==> config.mk <==
export PLATFORM = sky130hd
export DESIGN_NAME = decode_ctrl_pipe
export DESIGN_NICKNAME = d
export VERILOG_FILES = /design/src/rtl/decode_ctrl_pipe.sv
export SDC_FILE = /design/constraint.sdc
export NUM_CORES = 1
export LEC_CHECK = 0
export BUFFER_PORTS_ARGS = -buffer_cell sky130_fd_sc_hd__buf_2
export CAP_MARGIN = 40
export CORE_MARGIN = 3
export CORE_UTILIZATION = 54
export CTS_BUF_LIST = sky130_fd_sc_hd__clkbuf_4 sky130_fd_sc_hd__clkbuf_8
export CTS_CLUSTER_DIAMETER = 50
export CTS_CLUSTER_SIZE = 12
export DETAILED_ROUTE_END_ITERATION = 12
export GPL_TIMING_DRIVEN = 1
export HOLD_SLACK_MARGIN = 0.15
export PLACE_DENSITY = 0.93
export SYNTH_ARGS = -nofsm -noshare
export SYNTH_HDL_FRONTEND = slang
export SYNTH_SLANG_ARGS = --single-unit
==> constraint.sdc <==
create_clock -name clk -period 2.6 [get_ports clk]
set_input_delay 0.78 -clock clk [delete_from_list [all_inputs] [get_ports clk]]
set_output_delay 0.78 -clock clk [all_outputs]
set_load 0.1 [all_outputs]
==> src/rtl/decode_ctrl_pipe.sv <==
// Instruction decode stage: turns a 32-bit MIPS-style word into a 14-bit control
// bundle behind a valid/ready pipeline register, and stalls HI/LO users while the multiplier/divider is busy.
module decode_ctrl_pipe #(
  parameter int DIV_CYCLES = 36,
  parameter int MUL_CYCLES = 2,
  parameter int EN_HILO    = 1
) (
  input  logic        clk,
  input  logic        resetn,
  input  logic        in_valid,
  output logic        in_ready,
  input  logic [31:0] instr,
  output logic        out_valid,
  input  logic        out_ready,
  output logic [13:0] ctrl,
  output logic        hilo_busy
);

  localparam int CNT_W = $clog2(64);

  localparam logic [1:0] K_NONE = 2'd0;
  localparam logic [1:0] K_MUL  = 2'd1;
  localparam logic [1:0] K_DIV  = 2'd2;

  typedef enum logic [1:0] {
    IDLE     = 2'd0,
    MUL_BUSY = 2'd1,
    DIV_BUSY = 2'd2
  } state_t;

  logic [5:0]       op_s;
  logic [4:0]       rt_s;
  logic [5:0]       funct_s;
  logic [7:0]       main_s;
  logic             hilowrite_s;
  logic             hiloread_s;
  logic             memread_s;
  logic             rawrite_s;
  logic             illegal_s;
  logic             sign_ext_s;
  logic [1:0]       kind_s;
  logic [13:0]      dec_ctrl_s;
  logic [1:0]       dec_kind_s;
  logic             dec_is_hilo_s;
  logic             stall_s;
  logic             accept_s;
  logic             issue_s;

  logic             out_valid_q, out_valid_d;
  logic [13:0]      ctrl_q, ctrl_d;
  logic [1:0]       kind_q, kind_d;
  state_t           state_q, state_d;
  logic [CNT_W-1:0] busy_cnt_q, busy_cnt_d;
  logic             hilo_busy_q, hilo_busy_d;
  logic             unused_s;

  assign op_s     = instr[31:26];
  assign rt_s     = instr[20:16];
  assign funct_s  = instr[5:0];
  assign unused_s = ^{instr[25:21], instr[15:6]};

  // Instruction decode into the raw (pre-illegal-masking) control fields.
  always_comb begin
    main_s      = 8'b0000_0000;
    hilowrite_s = 1'b0;
    hiloread_s  = 1'b0;
    memread_s   = 1'b0;
    rawrite_s   = 1'b0;
    illegal_s   = 1'b0;
    kind_s      = K_NONE;
    sign_ext_s  = (op_s[5:2] != 4'b0011);
    case (op_s)
      6'b000000: begin
        case (funct_s)
          6'b000000, 6'b000010, 6'b000011, 6'b000100, 6'b000110, 6'b000111,
          6'b100000, 6'b100001, 6'b100010, 6'b100011, 6'b100100, 6'b100101,
          6'b100110, 6'b100111, 6'b101010, 6'b101011: main_s = 8'b1100_0000;
          6'b001000: main_s = 8'b0001_0010;
          6'b001001: main_s = 8'b1101_0011;
          6'b010000, 6'b010010, 6'b010001, 6'b010011,
          6'b011000, 6'b011001, 6'b011010, 6'b011011: begin
            if (EN_HILO != 0) begin
              main_s      = 8'b1100_0000;
              hiloread_s  = (funct_s[4:3] == 2'b10) && !funct_s[0];
              hilowrite_s = !((funct_s[4:3] == 2'b10) && !funct_s[0]);
              if (funct_s[4:3] == 2'b11) begin
                kind_s = funct_s[1] ? K_DIV : K_MUL;
              end else begin
                kind_s = K_NONE;
              end
            end else begin
              illegal_s = 1'b1;
            end
          end
          default: illegal_s = 1'b1;
        endcase
      end
      // REGIMM branches; the link forms also write $ra
      6'b000001: begin
        case (rt_s)
          5'b00000, 5'b00001, 5'b10000, 5'b10001: begin
            main_s    = {rt_s[4], 6'b001000, rt_s[4]};
            rawrite_s = rt_s[4];
          end
          default: illegal_s = 1'b1;
        endcase
      end
      6'b000010: main_s = 8'b0000_0010;
      6'b000011: begin
        main_s    = 8'b1000_0011;
        rawrite_s = 1'b1;
      end
      6'b000100, 6'b000101, 6'b000110, 6'b000111: main_s = 8'b0001_0000;
      6'b001000, 6'b001001, 6'b001010, 6'b001011,
      6'b001100, 6'b001101, 6'b001110, 6'b001111: main_s = 8'b1010_0000;
      6'b100000, 6'b100001, 6'b100011, 6'b100100, 6'b100101: begin
        main_s    = 8'b1010_0100;
        memread_s = 1'b1;
      end
      6'b101000, 6'b101001, 6'b101011: main_s = 8'b0010_1000;
      default: illegal_s = 1'b1;
    endcase
  end

  // Illegal words collapse to a bundle carrying only the illegal flag.
  always_comb begin
    if (illegal_s) begin
      dec_ctrl_s = 14'b00_0000_0000_0001;
      dec_kind_s = K_NONE;
    end else begin
      dec_ctrl_s = {main_s, sign_ext_s, hilowrite_s, hiloread_s, memread_s, rawrite_s, 1'b0};
      dec_kind_s = kind_s;
    end
  end

  assign dec_is_hilo_s = dec_ctrl_s[4] | dec_ctrl_s[3];
  assign stall_s  = in_valid && dec_is_hilo_s &&
                    (hilo_busy_q || (out_valid_q && (kind_q != K_NONE)));
  assign in_ready = (!out_valid_q || out_ready) && !stall_s;
  assign accept_s = in_valid && in_ready;
  assign issue_s  = out_valid_q && out_ready;

  // Output register next-state: load on accept, drain on consume, else hold.
  always_comb begin
    out_valid_d = out_valid_q;
    ctrl_d      = ctrl_q;
    kind_d      = kind_q;
    if (accept_s) begin
      out_valid_d = 1'b1;
      ctrl_d      = dec_ctrl_s;
      kind_d      = dec_kind_s;
    end else if (out_ready) begin
      out_valid_d = 1'b0;
      kind_d      = K_NONE;
    end else begin
      out_valid_d = out_valid_q;
    end
  end

  // HI/LO occupancy FSM; a fresh mult/div issue reloads ahead of the countdown.
  always_comb begin
    state_d    = state_q;
    busy_cnt_d = busy_cnt_q;
    if (issue_s && (kind_q == K_MUL)) begin
      state_d    = MUL_BUSY;
      busy_cnt_d = CNT_W'(MUL_CYCLES);
    end else if (issue_s && (kind_q == K_DIV)) begin
      state_d    = DIV_BUSY;
      busy_cnt_d = CNT_W'(DIV_CYCLES);
    end else begin
      case (state_q)
        IDLE: begin
          state_d    = IDLE;
          busy_cnt_d = {CNT_W{1'b0}};
        end
        MUL_BUSY, DIV_BUSY: begin
          if (busy_cnt_q <= CNT_W'(1)) begin
            state_d    = IDLE;
            busy_cnt_d = {CNT_W{1'b0}};
          end else begin
            busy_cnt_d = busy_cnt_q - CNT_W'(1);
          end
        end
        default: begin
          state_d    = IDLE;
          busy_cnt_d = {CNT_W{1'b0}};
        end
      endcase
    end
    hilo_busy_d = (state_d != IDLE);
  end

  // All state flops, cleared asynchronously.
  always_ff @(posedge clk or negedge resetn) begin
    if (!resetn) begin
      out_valid_q <= 1'b0;
      ctrl_q      <= 14'b0;
      kind_q      <= K_NONE;
      state_q     <= IDLE;
      busy_cnt_q  <= {CNT_W{1'b0}};
      hilo_busy_q <= 1'b0;
    end else begin
      out_valid_q <= out_valid_d;
      ctrl_q      <= ctrl_d;
      kind_q      <= kind_d;
      state_q     <= state_d;
      busy_cnt_q  <= busy_cnt_d;
      hilo_busy_q <= hilo_busy_d;
    end
  end

  assign out_valid = out_valid_q;
  assign ctrl      = ctrl_q;
  assign hilo_busy = hilo_busy_q;

endmodule

==> results of run 1 <==
==> area by class of cell <==
| cell class | count | share of cell area [%] |
|---|---|---|
| Inverter | 8 | 1.71 |
| Multi-Input combinational cell | 106 | 39.9 |
| Sequential cell | 26 | 37.1 |
| Timing Repair Buffer | 48 | 16.3 |
| Clock inverter | 1 | 1.71 |
| Clock buffer | 3 | 1.29 |
| Tap cell | 28 | 2.00 |
==> timing repair <==
item | 4_1_cts | 5_1_grt
gates resized for setup | 3 | 1
pin swaps | 1 | 3
endpoints found under the setup margin | 1 | 1
==> placed cells by master (no fill, tap or decap), types with 2 or more instances in the layout <==
| cell type | instances |
|---|---|
| a211oi_1 | 3 |
| a21o_1 | 3 |
| a21oi_1 | 6 |
| a32o_1 | 2 |
| buf_2 | 35 |
| buf_4 | 12 |
| clkbuf_4 | 3 |
| dfrtp_1 | 26 |
| ha_1 | 2 |
| inv_1 | 8 |
| mux2_2 | 2 |
| nand2_1 | 18 |
| nand2b_1 | 4 |
| nand3_1 | 3 |
| nand4b_1 | 2 |
| nor2_1 | 13 |
| nor2b_1 | 3 |
| nor3_1 | 3 |
| nor3b_1 | 2 |
| o21ai_0 | 9 |
| o31ai_1 | 2 |
| or3_1 | 3 |
| xor2_1 | 4 |
==> logic make-up (layout without fill, tap and decap cells) <==
family | count (synthesis) | count (layout) | synth area share [%]
AND/OR/NAND/NOR | 59 | 59 | 23.5
AO/OA/AOI/OAI | 38 | 38 | 19.4
flip-flops | 26 | 26 | 46.6
buffers and inverters | 11 | 60 | 4.03
XOR/XNOR | 5 | 5 | 3.13
adder cells (fa/ha/maj) | 2 | 2 | 1.79
multiplexers | 2 | 2 | 1.61
==> flip-flops by register name, summed over array words and instances (netlist names) <==
| register | flops |
|---|---|
| busy_cnt_q | 6 |
| ctrl | 14 |
| hilo_busy | 1 |
| kind_q | 2 |
| out_valid | 1 |
| state_q | 2 |
==> power groups by stage <==
stage	combinational, uW	sequential, uW	clock (uW)
after detailed placement	244	436	0
after global routing	263	430	302
after floorplan	63.6	545	0
after global placement	238	435	0
final	250	428	276
after CTS	248	428	282
==> worst reg2reg max path, stage by stage (launching register included) <==
cell      delay (ps)
dfrtp_1          440
o21a_1           210
o21ai_0          340
buf_4            210
o211ai_4         120
buf_4            190
a32o_1           250
==> routing by layer <==
| layer | global-route usage, % | part of all wire [%] | vias to the layer above |
|---|---|---|---|
| met3 | 0.920 | 5.0 | 7 |
| met4 | 11.6 | 2.2 | 0 |
| met2 | 39.9 | 52 | 50 |
| met1 | 25.3 | 40 | 611 |
| li1 | - | - | 618 |
| met5 | 0 | 0 | - |
==> stage by stage <==
step,cells,power (uW)
final,220,955
after global routing,220,995
after CTS,220,959
after detailed placement,216,680
after global placement,216,673
after floorplan,143,609
==> final timing paths <==
kind                           start  depth (start not counted)       endpoint
max in group asynchronous     resetn                          1        ctrl[8]
min                           resetn                          1  busy_cnt_q[1]
max reg2reg                kind_q[1]                          6      kind_q[1]
min reg2reg                  ctrl[2]                          1        ctrl[2]
max                        instr[29]                          5       in_ready
min in group clk             ctrl[2]                          1        ctrl[2]
==> run_results.csv, run 1 <==
group,metric,value,unit
synthesis,ys_types,43,
cts,ctsHoldBuffers,0,
outcome,status,"complete, no violations",
synthesis,syn_avg_cell_area,9.77,um2
finish,multiInputGateArea,698,um2
finish,drive_gt1_share,30.7,%
synthesis,synthArstFlopShare,100,%
global_route,grt_start_max_net_pins,27,
critical_path,critPathMaxStageDelay,360,ps
critical_path,crit_path_end_kind,"output pin",
cts,numCtsBuffers,3,
floorplanning,initial_utilization,59.7,%
routing,drt.antenna.violating_nets,0,
finish,area_growth,25.3,%
cts,tritoncts,"yes",
cts,clk_latency,330,ps
power,comb_power_share,26.2,%
synthesis,synthTopCellsByCount,"dfrtp_1, nand2_1, nor2_1",
placed_design,gp_congestion,0.873,
critical_path,worst-path-buf-inv,2,
synthesis,ys.flop_type,"dfrtp_1",
routing,route.detailed.drc,0,
timing,hold_slack,409,ps
timing,fin_skew,4.09,ps
routing,finalWirelength,3330,um
floorplanning,die_area,3230,um2
cts,post_cts_buffers,0,
global_route,grt_pass1_wl,5530,um
global_route,grtUsageTotal,21.8,%
finish,final_nets,231,
synthesis,synth_edf_count,0,
timing,hold_violations,0,
routing,wire_per_inst,15.1,um
power,power.density,545,nW/um2
critical_path,crit_slowest_cell,"nor4_4",
worst_hold_path,hold_class,"in -> async",
cts,clockBufferDepth,2,
timing,max-slew-margin-rel,47.5,%
synthesis,synth-seq-cells,26,
finish,seqCellArea,651,um2
timing,fin_crit_sh,98.0,%
floorplanning,die_width,56.9,um
synthesis,yosysTopAreaCell,"dfrtp_1",
synthesis,synth.area.top_cells,"dfrtp_1, nand2_1, nor2_1",
job,cap_violations,0,
timing,tns,0,ps
floorplanning,boundaryPins,53,
finish,diodes,0,
finish,fin_area,1750,um2
synthesis,synth_area,1400,um2
critical_path,critical_path_class,"in -> out",
synthesis,yosysMostFrequentCell,"dfrtp_1",
routing,first_iter_violations,41,
cts,path_clk_slew,140,ps
floorplanning,core_area,2340,um2
synthesis,yosysSeqAreaShare,46.6,%
placed_design,pre_cts_slack,-102,ps
global_route,grt_antenna_before_repair,0,
global_route,gr-total-overflow,0,
synthesis,syn_inst,143,
timing,max_freq,392,MHz
finish,fin_util,74.9,%
power,p_int,635,uW
cts,cts_root_buf,"clkbuf_4",
finish,n_fill_cell,176,
power,p_leak,0.000903,uW
global_route,grt_pass1_vias,1273,
routing,vias,1286,
synthesis,synth.net_count,181,
synthesis,ys_warn_count,0,
power,p_clk_share,28.9,%
placed_design,detailed_place_hpwl,2600,um
routing,viasPerCell,5.85,
critical_path,rrSetupSlack,750,ps
critical_path,path_cells,"buf_2, nor4_4, nand4_4, o21a_4, buf_12",
power,p_seq_share,44.9,%
floorplanning,rows,17,
synthesis,synth.top_cell.area_share,46.6,%
critical_path,worst_setup_path_start_kind,"primary input",
placed_design,port-buffer-count,36,
timing,setup_viol,0,
cts,clock-sinks,26,
timing,slew_viol_final,0,
timing,tightestPinTransition,768,ps
floorplanning,fp.dieH,56.9,um
critical_path,path_delay_family,"simple AND/OR/NAND/NOR gates",
placed_design,placed_cell_area,1680,um2
timing,fin_ws,51.0,ps
critical_path,cp.required,1820,ps
critical_path,critPathArrivalTime,1770,ps
power,switching_share,33.4,%
routing,dr.pass1.iters,4,
timing,rsz0062_at_grt,"no",
critical_path,crit_path_max_fanout,2,
timing,period_minus_slack,2550,ps
power,switchingPower,319,uW
cts,htreeDepth,1,
power,ir_drop,0.376,mV
Power figures use the tool's default switching activity.
==> run 2: changes to the inputs <==
--- a/config.mk
+++ b/config.mk
@@ -15,7 +15,7 @@
 export DETAILED_ROUTE_END_ITERATION = 12
 export GPL_TIMING_DRIVEN = 1
 export HOLD_SLACK_MARGIN = 0.15
-export PLACE_DENSITY = 0.93
+export PLACE_DENSITY = 0.87
 export SYNTH_ARGS = -nofsm -noshare
 export SYNTH_HDL_FRONTEND = slang
 export SYNTH_SLANG_ARGS = --single-unit
==> run 2 against run 1 <==
Effect of this change: fmax increased by 0.30%; sequential power about the same; clock power about the same; first-iteration DRC count increased by 54%; critical endpoint unchanged.
==> run_results.csv, run 2 (synthesis gave the netlist of run 1 again) <==
group,metric,value,unit
outcome,status,"complete, no violations",
floorplanning,rows,17,
routing,viasPerCell,5.78,
timing,fin_crit_sh,97.7,%
global_route,gr-total-overflow,0,
routing,wire_per_inst,15.1,um
placed_design,pre_cts_slack,-92.6,ps
timing,max_freq,393,MHz
cts,clockBufferDepth,2,
cts,numCtsBuffers,3,
cts,clk_latency,330,ps
placed_design,gp_congestion,0.864,
finish,diodes,0,
critical_path,cp.required,1820,ps
global_route,grt_antenna_before_repair,0,
power,power.density,544,nW/um2
floorplanning,die_width,56.9,um
timing,hold_violations,0,
placed_design,placed_cell_area,1670,um2
finish,final_nets,231,
critical_path,crit_path_max_fanout,2,
timing,rsz0062_at_grt,"no",
power,ir_drop,0.596,mV
timing,setup_viol,0,
floorplanning,die_area,3230,um2
finish,drive_gt1_share,30.7,%
worst_hold_path,hold_class,"in -> async",
finish,fin_cells,220,
floorplanning,initial_utilization,59.7,%
placed_design,dp_cells,214,
critical_path,crit_path_end_kind,"output pin",
cts,clock-sinks,26,
timing,period_minus_slack,2540,ps
global_route,grt_start_max_net_pins,27,
job,cap_violations,0,
cts,htreeDepth,1,
critical_path,worst_setup_path_start_kind,"primary input",
finish,largest_register_ffs,14,
floorplanning,core_area,2340,um2
floorplanning,fp.dieH,56.9,um
critical_path,critPathArrivalTime,1760,ps
timing,max-slew-margin-rel,51.5,%
cts,cts_root_buf,"clkbuf_4",
timing,slew_viol_final,0,
finish,final_common_cell,"buf_2",
global_route,grt_pass1_vias,1301,
timing,fin_ws,58.7,ps
placed_design,port-buffer-count,36,
global_route,grt_pass1_wl,5630,um
routing,vias,1271,
finish,fin_area,1750,um2
floorplanning,boundaryPins,53,
finish,area_growth,25.3,%
cts,tritoncts,"yes",
placed_design,detailed_place_hpwl,2570,um
finish,mostFrequentLayoutCells,"buf_2, dfrtp_1, nand2_1",
routing,route.detailed.drc,0,
routing,first_iter_violations,63,
power,p_leak,0.000904,uW
timing,tightestPinTransition,709,ps
timing,hold_slack,414,ps
finish,n_fill_cell,172,
global_route,grtUsageTotal,21.8,%
timing,fin_skew,9.12,ps
cts,path_clk_slew,150,ps
routing,finalWirelength,3330,um
critical_path,critical_path_class,"in -> out",
routing,dr.pass1.iters,4,
routing,drt.antenna.violating_nets,0,
[run 2: cell counts in the layout (fill, tap and decap cells not counted)]
Identical to the previous run, type by type.
[run 2: what timing repair did]
| action | CTS | global route |
|---|---|---|
| hold endpoints to repair | 0 | 0 |
| hold buffers | 0 | 0 |
| gates resized for setup | 2 | 2 |
| setup endpoints to repair | 1 | 1 |
| setup buffers | 1 | 1 |
| pin swaps | 1 | 3 |
[run 2: final timing paths]
kind / from / to / slack [ps] / cells past startpoint
max: instr[29] / in_ready / 60 / 5
min: resetn / busy_cnt_q[3] / 410 / 1
max reg2reg: kind_q[1] / kind_q[0] / 810 / 6
min reg2reg: ctrl[5] / ctrl[5] / 490 / 2
max in group asynchronous: resetn / ctrl[8] / 1810 / 1
min in group clk: ctrl[5] / ctrl[5] / 490 / 2
[run 2: per-stage QoR]
step	TNS [ps]	total power (uW)	utilization (%)
3_5_place_dp	-92.6	676	71.3
4_1_cts	0	956	74.2
5_1_grt	0	990	74.9
2_1_floorplan	0	609	-
6_report	0	954	74.9
3_3_place_gp	-91.3	670	71.3
[run 2: final cells by class]
| cell class | count | area [um2] | area share (%) |
|---|---|---|---|
| multi-input cells | 106 | 698 | 39.9 |
| flip-flops and latches | 26 | 651 | 37.1 |
| repair buffers | 48 | 285 | 16.3 |
| well taps | 28 | 35.0 | 2.00 |
| clock inverters | 1 | 30.0 | 1.71 |
| inverters | 8 | 30.0 | 1.71 |
| clock buffers | 3 | 22.5 | 1.29 |
[run 2: power by group]
group          internal (uW)  switching (uW)
Combinational           58.3             189
Clock                    156             123
Sequential               419            9.27
Total                    633             320
[run 2: critical path, cell delays in order]
cell and delay (ps):
buf_2 120, nor4_4 340, nand4_4 130, o21a_4 230
buf_12 160
[run 2: per-layer routing]
layer | vias up | track usage (%) | part of all wire [%]
met4 | 0 | 5.30 | 1.5
met1 | 608 | 25.8 | 39
met3 | 6 | 6.44 | 5.8
met5 | - | 0 | 0
met2 | 43 | 38.6 | 54
li1 | 614 | - | -
